[config.mk]
export PLATFORM = sky130hd
export DESIGN_NAME = idli_uart_tx_m
export DESIGN_NICKNAME = d
export VERILOG_FILES = /design/src/rtl/idli_uart_tx_m.sv
export SDC_FILE = /design/constraint.sdc
export NUM_CORES = 1
export LEC_CHECK = 0
export CORE_MARGIN = 5
export CORE_UTILIZATION = 50
export DETAILED_ROUTE_END_ITERATION = 8
export HOLD_SLACK_MARGIN = 0.12
export MAX_ROUTING_LAYER = met4
export PLACE_DENSITY_LB_ADDON = 0.15
export SYNTH_ARGS = -nofsm -noshare
export SYNTH_HDL_FRONTEND = slang
export SYNTH_SLANG_ARGS = --single-unit
[constraint.sdc]
create_clock -name i_top_gck -period 3.25 [get_ports i_top_gck]
set_clock_uncertainty 0.2 [all_clocks]
set_input_delay 0.4875 -clock i_top_gck [delete_from_list [all_inputs] [get_ports i_top_gck]]
set_output_delay 0.4875 -clock i_top_gck [all_outputs]
set_load 0.005 [all_outputs]
[src/rtl/idli_uart_tx_m.sv]
// UART transmitter: nibble-serial word writes into a small FIFO, each word sent as two 8N1 frames, low byte first.
// Writes arriving while the FIFO is full are dropped at ctr==0; the serial line starts one cycle after the first commit.
module idli_uart_tx_m #(
  parameter int CLKS_PER_BIT = 16,
  parameter int DEPTH        = 2
) (
  input  logic       i_top_gck,
  input  logic       i_top_rst_n,
  input  logic [1:0] i_utx_ctr,
  input  logic       i_utx_wr_en,
  input  logic [3:0] i_utx_slice,
  output logic       o_utx_full,
  output logic       o_utx_busy,
  output logic       o_utx_tx
);

  localparam int BW = $clog2(CLKS_PER_BIT);
  localparam int PW = $clog2(DEPTH);
  localparam int CW = PW + 1;
  localparam logic [BW-1:0] BAUD_LAST = BW'(CLKS_PER_BIT - 1);
  localparam logic [CW-1:0] CNT_FULL  = CW'(DEPTH);

  typedef enum logic [1:0] {IDLE, START, DATA, STOP} state_t;

  state_t        r_state;
  logic [15:0]   r_mem [DEPTH];
  logic [PW-1:0] r_wr_ptr;
  logic [PW-1:0] r_rd_ptr;
  logic [CW-1:0] r_count;
  logic          r_full;
  logic          r_wr_act;
  logic [15:0]   r_shift;
  logic [BW-1:0] r_baud;
  logic [2:0]    r_bit;
  logic          r_byte_sel;
  logic          r_tx;

  logic          w_wr_acc;
  logic          w_wr_cap;
  logic          w_commit;
  logic          w_fifo_ne;
  logic          w_baud_end;
  logic          w_pop;
  logic [CW-1:0] w_count_nxt;

  assign w_wr_acc    = (i_utx_ctr == 2'd0) && i_utx_wr_en && !r_full;
  assign w_wr_cap    = w_wr_acc || (r_wr_act && (i_utx_ctr != 2'd0));
  assign w_commit    = r_wr_act && (i_utx_ctr == 2'd3);
  assign w_fifo_ne   = (r_count != '0);
  assign w_baud_end  = (r_baud == BAUD_LAST);
  // Pop from IDLE, or back-to-back at the end of a word's second stop bit.
  assign w_pop       = w_fifo_ne &&
                       ((r_state == IDLE) || ((r_state == STOP) && w_baud_end && r_byte_sel));
  assign w_count_nxt = r_count + CW'(w_commit) - CW'(w_pop);

  // The slot at wr_ptr is never the one being popped, so slices land straight in the array.
  always_ff @(posedge i_top_gck) begin
    if (w_wr_cap) begin
      r_mem[r_wr_ptr][{i_utx_ctr, 2'b00} +: 4] <= i_utx_slice;
    end
  end

  always_ff @(posedge i_top_gck or negedge i_top_rst_n) begin
    if (!i_top_rst_n) begin
      r_wr_act <= 1'b0;
      r_wr_ptr <= '0;
      r_rd_ptr <= '0;
      r_count  <= '0;
      r_full   <= 1'b0;
    end else begin
      if (i_utx_ctr == 2'd0) begin
        r_wr_act <= w_wr_acc;
      end else if (w_commit) begin
        r_wr_act <= 1'b0;
      end
      if (w_commit) begin
        r_wr_ptr <= r_wr_ptr + PW'(1);
      end
      if (w_pop) begin
        r_rd_ptr <= r_rd_ptr + PW'(1);
      end
      r_count <= w_count_nxt;
      r_full  <= (w_count_nxt == CNT_FULL);
    end
  end

  always_ff @(posedge i_top_gck or negedge i_top_rst_n) begin
    if (!i_top_rst_n) begin
      r_state    <= IDLE;
      r_tx       <= 1'b1;
      r_shift    <= '0;
      r_baud     <= '0;
      r_bit      <= '0;
      r_byte_sel <= 1'b0;
    end else begin
      case (r_state)
        IDLE: begin
          r_tx <= 1'b1;
          if (w_pop) begin
            r_shift    <= r_mem[r_rd_ptr];
            r_byte_sel <= 1'b0;
            r_bit      <= '0;
            r_baud     <= '0;
            r_tx       <= 1'b0;
            r_state    <= START;
          end
        end
        START: begin
          if (w_baud_end) begin
            r_baud  <= '0;
            r_tx    <= r_shift[0];
            r_state <= DATA;
          end else begin
            r_baud <= r_baud + BW'(1);
          end
        end
        DATA: begin
          if (w_baud_end) begin
            r_baud  <= '0;
            r_shift <= r_shift >> 1;
            r_bit   <= r_bit + 3'd1;
            if (r_bit == 3'd7) begin
              r_tx    <= 1'b1;
              r_state <= STOP;
            end else begin
              r_tx <= r_shift[1];
            end
          end else begin
            r_baud <= r_baud + BW'(1);
          end
        end
        STOP: begin
          if (w_baud_end) begin
            r_baud <= '0;
            if (!r_byte_sel) begin
              r_byte_sel <= 1'b1;
              r_tx       <= 1'b0;
              r_state    <= START;
            end else if (w_pop) begin
              r_shift    <= r_mem[r_rd_ptr];
              r_byte_sel <= 1'b0;
              r_bit      <= '0;
              r_tx       <= 1'b0;
              r_state    <= START;
            end else begin
              r_state <= IDLE;
            end
          end else begin
            r_baud <= r_baud + BW'(1);
          end
        end
        default: begin
          r_tx    <= 1'b1;
          r_state <= IDLE;
        end
      endcase
    end
  end

  assign o_utx_tx   = r_tx;
  assign o_utx_full = r_full;
  assign o_utx_busy = (r_state != IDLE) || w_fifo_ne;

endmodule

=== Word-level counts from Yosys, hierarchy flattened ===
Memory sizes are Yosys's and may differ from the RTL's.
Index checks and enable logic that the tools add are counted.

* Bits in registers: 33
* Memory bits (writable): 32
* Input bits: 9
* Memories: 1

* Add/subtract/negate cells: 7
* Equal/unequal tests: 14
* Shifts and indexed selects: 2
* Multiplexer cells: 36
* Reductions and logical operators: 24

{| class="wikitable"
|+ Memories
! memory !! words !! bits a word !! rd ports !! clocked after Yosys merged registers in !! wr ports !! line !! source
|-
| r_mem || 2 || 16 || 1 || 0 || 1 || 26 || <nowiki>logic [15:0] r_mem [DEPTH];</nowiki>
|}

{| class="wikitable"
|+ Operator list
! kind !! number
|-
| $mux W16 || 5
|-
| $pmux W16 S3 || 1
|-
| $shift A4 B6 Y16 const A || 1
|-
| $shiftx A4 B6 Y16 || 1
|-
| $mux W1 || 14
|-
| $mux W3 || 4
|-
| $ne A2 B2 Y1 const B || 6
|-
| $mux W2 || 5
|-
| $reduce_bool A2 Y1 || 5
|-
| $pmux W3 S3 || 1
|-
| $eq A2 B2 Y1 const B || 4
|-
| $mux W4 || 2
|-
| $pmux W2 S4 || 1
|-
| $pmux W4 S2 || 1
|-
| $reduce_and A4 Y1 || 2
|-
| $logic_and A1 B1 Y1 || 7
|-
| $neg A4 Y6 || 1
|-
| $reduce_and A5 Y1 || 1
|-
| $add A4 B1 Y4 const B || 1
|-
| $eq A4 B4 Y1 const B || 1
|-
| $logic_not A2 Y1 || 2
|-
| $pmux W1 S4 || 1
|-
| $add A3 B1 Y3 const B || 1
|-
| $eq A3 B3 Y1 const B || 1
|-
| other kinds (11) || 14
|}

=== Depth between registers and ports, before layout ===
Gate-level depths: netlist (run 1).

* Depth after elaboration: 9
* Gate-level depth with buffers: 10

=== Least setup slack after synthesis (run 1) ===
OpenSTA, ideal clock, no wires.

* Kind: register -> register
* From: reg r_baud[0]
* To: reg r_full (netlist: o_utx_full)
* Library setup time: 0.073 ns
* Data arrival time: 2.030 ns
* Data required time: 2.977 ns
* Setup slack: 0.947 ns
* Stages on the path, launching flop included: 10
* Period minus slack after synthesis: 2.303 ns
* Cells stage by stage: dfrtp_1 -> ha_1 -> nand3_4 -> o31ai_4 -> ha_1 -> inv_1 -> ha_1 -> xnor2_1 -> xnor2_1 -> nor2b_1

* Cells in the longest elaborated chain, start to end: 7

{| class="wikitable"
|+ Ends and longest elaborated chain
! element !! line !! source
|-
| start, declared || 33 || <nowiki>logic [BW-1:0] r_baud;</nowiki>
|-
| start signal, assigned || 114 || <nowiki>r_baud <= r_baud + BW'(1);</nowiki>
|-
| start signal, assigned || 129 || <nowiki>r_baud <= r_baud + BW'(1);</nowiki>
|-
| start signal, assigned || 149 || <nowiki>r_baud <= r_baud + BW'(1);</nowiki>
|-
| $eq A4 B4 Y1 || 50 || <nowiki>assign w_baud_end = (r_baud == BAUD_LAST);</nowiki>
|-
| $logic_and A1 B1 Y1 (2 in a row) || 53 || <nowiki>((r_state == IDLE) || ((r_state == STOP) && w_baud_end && r_byte_sel));</nowiki>
|-
| $logic_or A1 B1 Y1 || 53 ||
|-
| $logic_and A1 B1 Y1 || 52 || <nowiki>assign w_pop = w_fifo_ne &&</nowiki>
|-
| via w_pop || 43 || <nowiki>logic w_pop;</nowiki>
|-
| $sub A2 B1 Y2 || 54 || <nowiki>assign w_count_nxt = r_count + CW'(w_commit) - CW'(w_pop);</nowiki>
|-
| via w_count_nxt[1] || 44 || <nowiki>logic [CW-1:0] w_count_nxt;</nowiki>
|-
| $eq A2 B2 Y1 || 83 || <nowiki>r_full <= (w_count_nxt == CNT_FULL);</nowiki>
|-
| end signal, assigned || 83 ||
|-
| end, declared || 30 || <nowiki>logic r_full;</nowiki>
|}

The timed path passes the listed nets, and every way through them passes these cells.
A chain may end at the register's enable or synchronous reset.

=== Worst setup path in the final report (run 1) ===
* From: reg r_state[0]
* To: out o_utx_busy

* Cells in the longest elaborated chain, start to end: 2

{| class="wikitable"
|+ Ends and longest elaborated chain
! element !! line !! source
|-
| start, declared || 25 || <nowiki>state_t r_state;</nowiki>
|-
| start signal, assigned || 89 || <nowiki>r_state <= IDLE;</nowiki>
|-
| start signal, assigned || 105 || <nowiki>r_state <= START;</nowiki>
|-
| start signal, assigned || 112 || <nowiki>r_state <= DATA;</nowiki>
|-
| $reduce_bool A2 Y1 || 162 || <nowiki>assign o_utx_busy = (r_state != IDLE) || w_fifo_ne;</nowiki>
|-
| $logic_or A1 B1 Y1 || 162 ||
|-
| end, declared || 13 || <nowiki>output logic o_utx_busy,</nowiki>
|}

Every way passes these cells.

==> results of run 1 <==
## routing by layer
metal	vias to the layer above	GRT usage (%)	part of all wire, %
met4	0	7.31	1.4
met1	904	23.4	54
met2	31	20.0	41
met3	7	3.04	3.8
met5	-	-	0
li1	944	-	-
## critical path: stages, from the launching register on
cell	delay (ns)
dfrtp_1	0.44
inv_1	0.14
ha_1	0.24
nor3b_1	0.22
buf_4	0.19
inv_1	0.04
clkdlybuf4s50_1	0.43
## cells by family (layout without fill, tap and decap cells)
group                    Yosys count  in the layout  synth area share [%]
buffers and inverters             17             38                  2.44
multiplexers                      35             35                  12.8
XOR/XNOR                           4              4                  1.12
adder cells (fa/ha/maj)           15             15                  6.00
flip-flops                        65             65                  57.2
AND/OR/NAND/NOR                   77             77                  12.0
AO/OA/AOI/OAI                     41             41                  8.48
## where the power goes
group	switching, mW	total, mW	internal, mW
sequential	0.188	1.26	1.07
clock	0.294	0.722	0.428
combinational	0.519	1.09	0.575
## path summary, 6_finish.rpt
| check | from | cells past startpoint | slack [ns] | to |
|---|---|---|---|---|
| max | r_state[0]$_DFFE_PN0P_ | 6 | 0.52 | o_utx_busy |
| max in group asynchronous | i_top_rst_n | 2 | 2.15 | o_utx_tx$_DFFE_PN1P_ |
| min in group asynchronous | i_top_rst_n | 2 | 0.37 | r_byte_sel$_DFFE_PN0P_ |
| max reg2reg | r_baud[0]$_DFFE_PN0P_ | 9 | 0.71 | o_utx_full$_DFF_PN0_ |
| min | r_bit[1]$_DFFE_PN0P_ | 1 | 0.31 | r_bit[1]$_DFFE_PN0P_ |
| min reg2reg | r_bit[1]$_DFFE_PN0P_ | 1 | 0.31 | r_bit[1]$_DFFE_PN0P_ |
## stage by stage
stage          setup slack, ns  cell area [um2]
2_1_floorplan            0.947             3130
3_3_place_gp             0.660             3310
3_5_place_dp             0.591             3310
4_1_cts                  0.507             3520
5_1_grt                  0.406             3520
6_report                 0.517             3520
## area by class of cell
type	count	area share, %
Multi-Input combinational cell	172	35.9
Tap cell	75	2.67
Inverter	8	0.854
Timing Repair Buffer	14	3.77
Sequential cell	65	50.8
Clock buffer	10	3.63
Clock inverter	6	2.35
## sequential cells by signal, summed over array words and instances, names as in the netlist
register / flops
r_baud: 4
o_utx_full: 1
r_wr_act: 1
r_count: 2
o_utx_tx: 1
r_rd_ptr: 1
r_mem: 32
r_state: 2
r_bit: 3
r_byte_sel: 1
r_wr_ptr: 1
r_shift: 16
## cell usage after synthesis (2+ instances only)
cell      count
a21oi_1       2
a22o_1        2
a31oi_1       2
a41oi_1       2
and2_1        5
and3_1        6
buf_2         3
clkbuf_1      4
dfrtp_1      32
edfxtp_1     32
ha_1         15
inv_1         8
mux2_2       11
mux2_4        7
mux2i_1      17
nand2_1      27
nand2b_1      6
nand4_1       2
nor2_1       19
nor2b_1       2
nor3_1        4
nor3b_1       2
o21ai_0      27
xnor2_1       3
## layout by cell type (no fill, tap or decap), types with 8 or more instances in the layout
| cell type | instances |
|---|---|
| o21ai_0 | 27 |
| ha_1 | 15 |
| mux2i_1 | 17 |
| nand2_1 | 27 |
| dfrtp_1 | 32 |
| clkbuf_8 | 9 |
| nor2_1 | 19 |
| edfxtp_1 | 32 |
| inv_1 | 8 |
| mux2_2 | 11 |
| clkdlybuf4s50_1 | 11 |
==> impl_metrics.tcl, run 1 <==
set metrics [dict create \
    status "complete, no violations" \
    cts.sinks 65 \
    gp_congestion 0.864 \
    netlist_area_mm2 0.00313 \
    num_vias 1886 \
    yosys.area.top_type "edfxtp_1" \
    syn_inst 254 \
    ant_nets 0 \
    tns_ns 0 \
    grt_max_degree 34 \
    cp_max_fo 8 \
    antenna_found_initial 0 \
    htree_levels 3 \
    max-slew-margin-rel_pct 37.7 \
    drc 0 \
    async_reset_ff_share_pct 50.8 \
    fin_util_pct 58.7 \
    setup.worst_path.start_class "register" \
    die-area_mm2 0.00794 \
    regArea_mm2 0.00179 \
    n_fill_cell 505 \
    grt_pass1_wl_mm 8.95 \
    total_power_mw 3.08 \
    arrival_ns 2.05 \
    post_cts_buffers 0 \
    grt_pass1_vias 1827 \
    num_antenna_cells 0 \
    fin_crit_ns 2.73 \
    ys_seq_elements 65 \
    yosys_most_used_dff "edfxtp_1" \
    drive_above_1_share_pct 14.9 \
    hold_class "reg -> reg" \
    multi_input_area_mm2 0.00126 \
    wire_per_inst_um 14.7 \
    syn-num-nets 278 \
    ys_types 38 \
    end_kind "output port" \
    synth.avg_cell_area_um2 12.3 \
    cts_resized 0 \
    crit_type "reg -> out" \
    cts_max_path_buffers 2 \
    syn_to_final_growth_pct 12.5 \
    cts_tree "yes" \
    wl_mm 5.16 \
    ir_drop_v 0.000548 \
    maxSlewViolCount 0 \
    die_h_um 89.1 \
    numPortBuffers 11 \
    die_w_um 89.1 \
    finalHoldWorstSlack_ns 0.308 \
    synth_edf_count 32 \
    core-area_mm2 0.00599 \
    fin_cells 350 \
    start_util_pct 52.2 \
    hold_buffers 0 \
    fmax_mhz 366 \
    synth_warnings 0 \
    synth_area_leaders "edfxtp_1 31%, dfrtp_1 26%, ha_1 6.0%" \
    grt-ovfl-total 0 \
    synth_top_area_share_pct 30.7 \
    boundaryPins 12 \
    clk_pin_slew_ns 0.07 \
    num_rows 28 \
    maxCapViolCount 0 \
    setup_viol 0 \
    dp_hpwl_mm 3.70 \
    hold_viol 0 \
    p_leak_nw 1.48 \
    drt_iter0_drc 89 \
    track_usage_pct 15.5 \
    required_ns 2.56 \
    ys_seq_area_share_pct 57.2 \
    numCtsBuffers 9 \
    dr.pass1.iters 4 \
    cts-root-buf "clkbuf_8" \
    final_nets 294 \
    final.period_utilization_pct 84.1 \
    clock_latency_ns 0.33 \
    rsz0062_at_grt "false" \
    worst_slew_pin_slew_ns 0.934 \
    viasPerCell 5.39 \
    post-place-cells 334 \
    power_density_mw_per_mm2 875 \
]
Note: power is estimated with default switching activity, not from simulation.
==> run 2: changes to the inputs <==
clock period = 2.75 ns   (was 3.25 ns; I/O delays follow)
==> run 2 against run 1 <==
Net effect:
- via count up 0.42%
- design area grew 2.1%
- worst setup slack got worse by 0.30 ns
- combinational power grew 27%
- clock power grew 36%
==> impl_metrics.tcl, run 2 (synthesis results as in run 1) <==
set metrics [dict create \
    regArea_mm2 0.00179 \
    wire_per_inst_um 14.5 \
    antenna_found_initial 0 \
    required_ns 2.14 \
    largest_reg_flops 32 \
    viasPerCell 5.35 \
    die_h_um 89.1 \
    setup_viol 0 \
    cts_tree "yes" \
    fin_crit_ns 2.53 \
    grt-ovfl-total 0 \
    clock_latency_ns 0.33 \
    p_leak_nw 1.52 \
    cts.sinks 65 \
    end_kind "output port" \
    hold_class "in -> async" \
    crit_type "reg -> out" \
    post_cts_buffers 0 \
    stdcell_area_mm2 0.00359 \
    n_fill_cell 478 \
    numCtsBuffers 9 \
    worst_slew_pin_slew_ns 0.585 \
    start_util_pct 52.2 \
    top_register "r_mem" \
    finalHoldWorstSlack_ns 0.292 \
    status "complete, no violations" \
    dp_hpwl_mm 3.76 \
    track_usage_pct 15.3 \
    setup.worst_path.start_class "register" \
    layout_common_cells "32 x dfrtp_1, 32 x edfxtp_1, 27 x nand2_1, 27 x o21ai_0, 19 x nor2_1" \
    htree_levels 3 \
    reg2reg_slack_ns 0.35 \
    drc 0 \
    num_vias 1894 \
    power_density_mw_per_mm2 1060 \
    clk_pin_slew_ns 0.07 \
    reg_top3 "r_mem x32, r_shift x16, r_baud x4" \
    die_w_um 89.1 \
    arrival_ns 1.92 \
    tns_ns 0 \
    num_rows 28 \
    max-slew-margin-rel_pct 61.0 \
    fmax_mhz 395 \
    wl_mm 5.14 \
    boundaryPins 12 \
    maxCapViolCount 0 \
    final_nets 298 \
    cts-root-buf "clkbuf_8" \
    drive_above_1_share_pct 16.8 \
    ir_drop_v 0.000651 \
    grt_max_degree 34 \
    core-area_mm2 0.00599 \
    grt_pass1_vias 1749 \
    cp_max_fo 6 \
    dr.pass1.iters 6 \
    cts_max_path_buffers 2 \
    hold_buffers 0 \
    syn_to_final_growth_pct 14.8 \
    gp_congestion 0.849 \
    multi_input_area_mm2 0.00127 \
    die-area_mm2 0.00794 \
    final.period_utilization_pct 92.0 \
    cts_resized 0 \
    drt_iter0_drc 127 \
    ant_nets 0 \
    dpl_cell_area_mm2 0.00334 \
    grt_pass1_wl_mm 8.72 \
    num_antenna_cells 0 \
    rsz0062_at_grt "false" \
    hold_viol 0 \
    maxSlewViolCount 0 \
    numPortBuffers 11 \
]
## run 2: cell types whose count changed in the layout (fill, tap and decap cells not counted), moves of 2 or more
cell | before | now
buf_4 | 3 | 7
clkinv_2 | 3 | 0
clkinv_4 | 0 | 2
inv_6 | 0 | 2
## run 2: stage by stage
step / total power [mW] / std cells / setup slack, ns / util, %
global placement: 2.81 / 338 / 0.223 / 55.7
detailed placement: 2.86 / 338 / 0.170 / 55.7
CTS: 3.85 / 354 / 0.0833 / 59.9
finish: 3.81 / 354 / 0.219 / 59.9
global route: 4.08 / 354 / 0.0872 / 59.9
floorplan: 2.53 / 254 / 0.447 / -
## run 2: routing by layer
metal | vias to the layer above | share of wire, % | track usage (%)
li1 | 951 | - | -
met1 | 898 | 54 | 23.1
met2 | 36 | 40 | 19.4
met3 | 9 | 3.7 | 3.32
met4 | 0 | 1.6 | 6.90
met5 | - | 0 | -
## run 2: worst max-delay path, stage by stage, from the launching register on
cell and delay [ns]:
dfrtp_1 0.44, inv_1 0.14, ha_1 0.23, nor3b_2 0.26, inv_1 0.06, clkdlybuf4s50_1 0.45
## run 2: final timing paths
path                                        start                      end  cells past startpoint
setup / recovery           r_state[0]$_DFFE_PN0P_               o_utx_busy                      5
hold / removal                        i_top_rst_n    r_baud[0]$_DFFE_PN0P_                      2
setup reg to reg           r_state[0]$_DFFE_PN0P_  r_shift[10]$_DFFE_PN0P_                      8
hold reg to reg            r_shift[9]$_DFFE_PN0P_   r_shift[9]$_DFFE_PN0P_                      1
max in group asynchronous             i_top_rst_n     o_utx_tx$_DFFE_PN1P_                      2
min in group i_top_gck     r_shift[9]$_DFFE_PN0P_   r_shift[9]$_DFFE_PN0P_                      1
## run 2: layout make-up
| cell class | instances | share of cell area, % |
|---|---|---|
| Sequential cell | 65 | 49.8 |
| Multi-Input combinational cell | 172 | 35.3 |
| Timing Repair Buffer | 18 | 4.53 |
| Clock inverter | 7 | 3.48 |
| Clock buffer | 9 | 3.45 |
| Tap cell | 75 | 2.61 |
| Inverter | 8 | 0.836 |
## run 2: power breakdown
group | total (mW) | switching [mW] | internal (mW)
sequential | 1.45 | 0.181 | 1.27
combinational | 1.38 | 0.667 | 0.709
clock | 0.983 | 0.371 | 0.611
total | 3.81 | 1.22 | 2.59
==> run 3: changes to the inputs <==
SLEW_MARGIN = 25   (was not set)
==> results of run 3 <==
The final DEF is identical to that of run 2; final timing and power are the same.
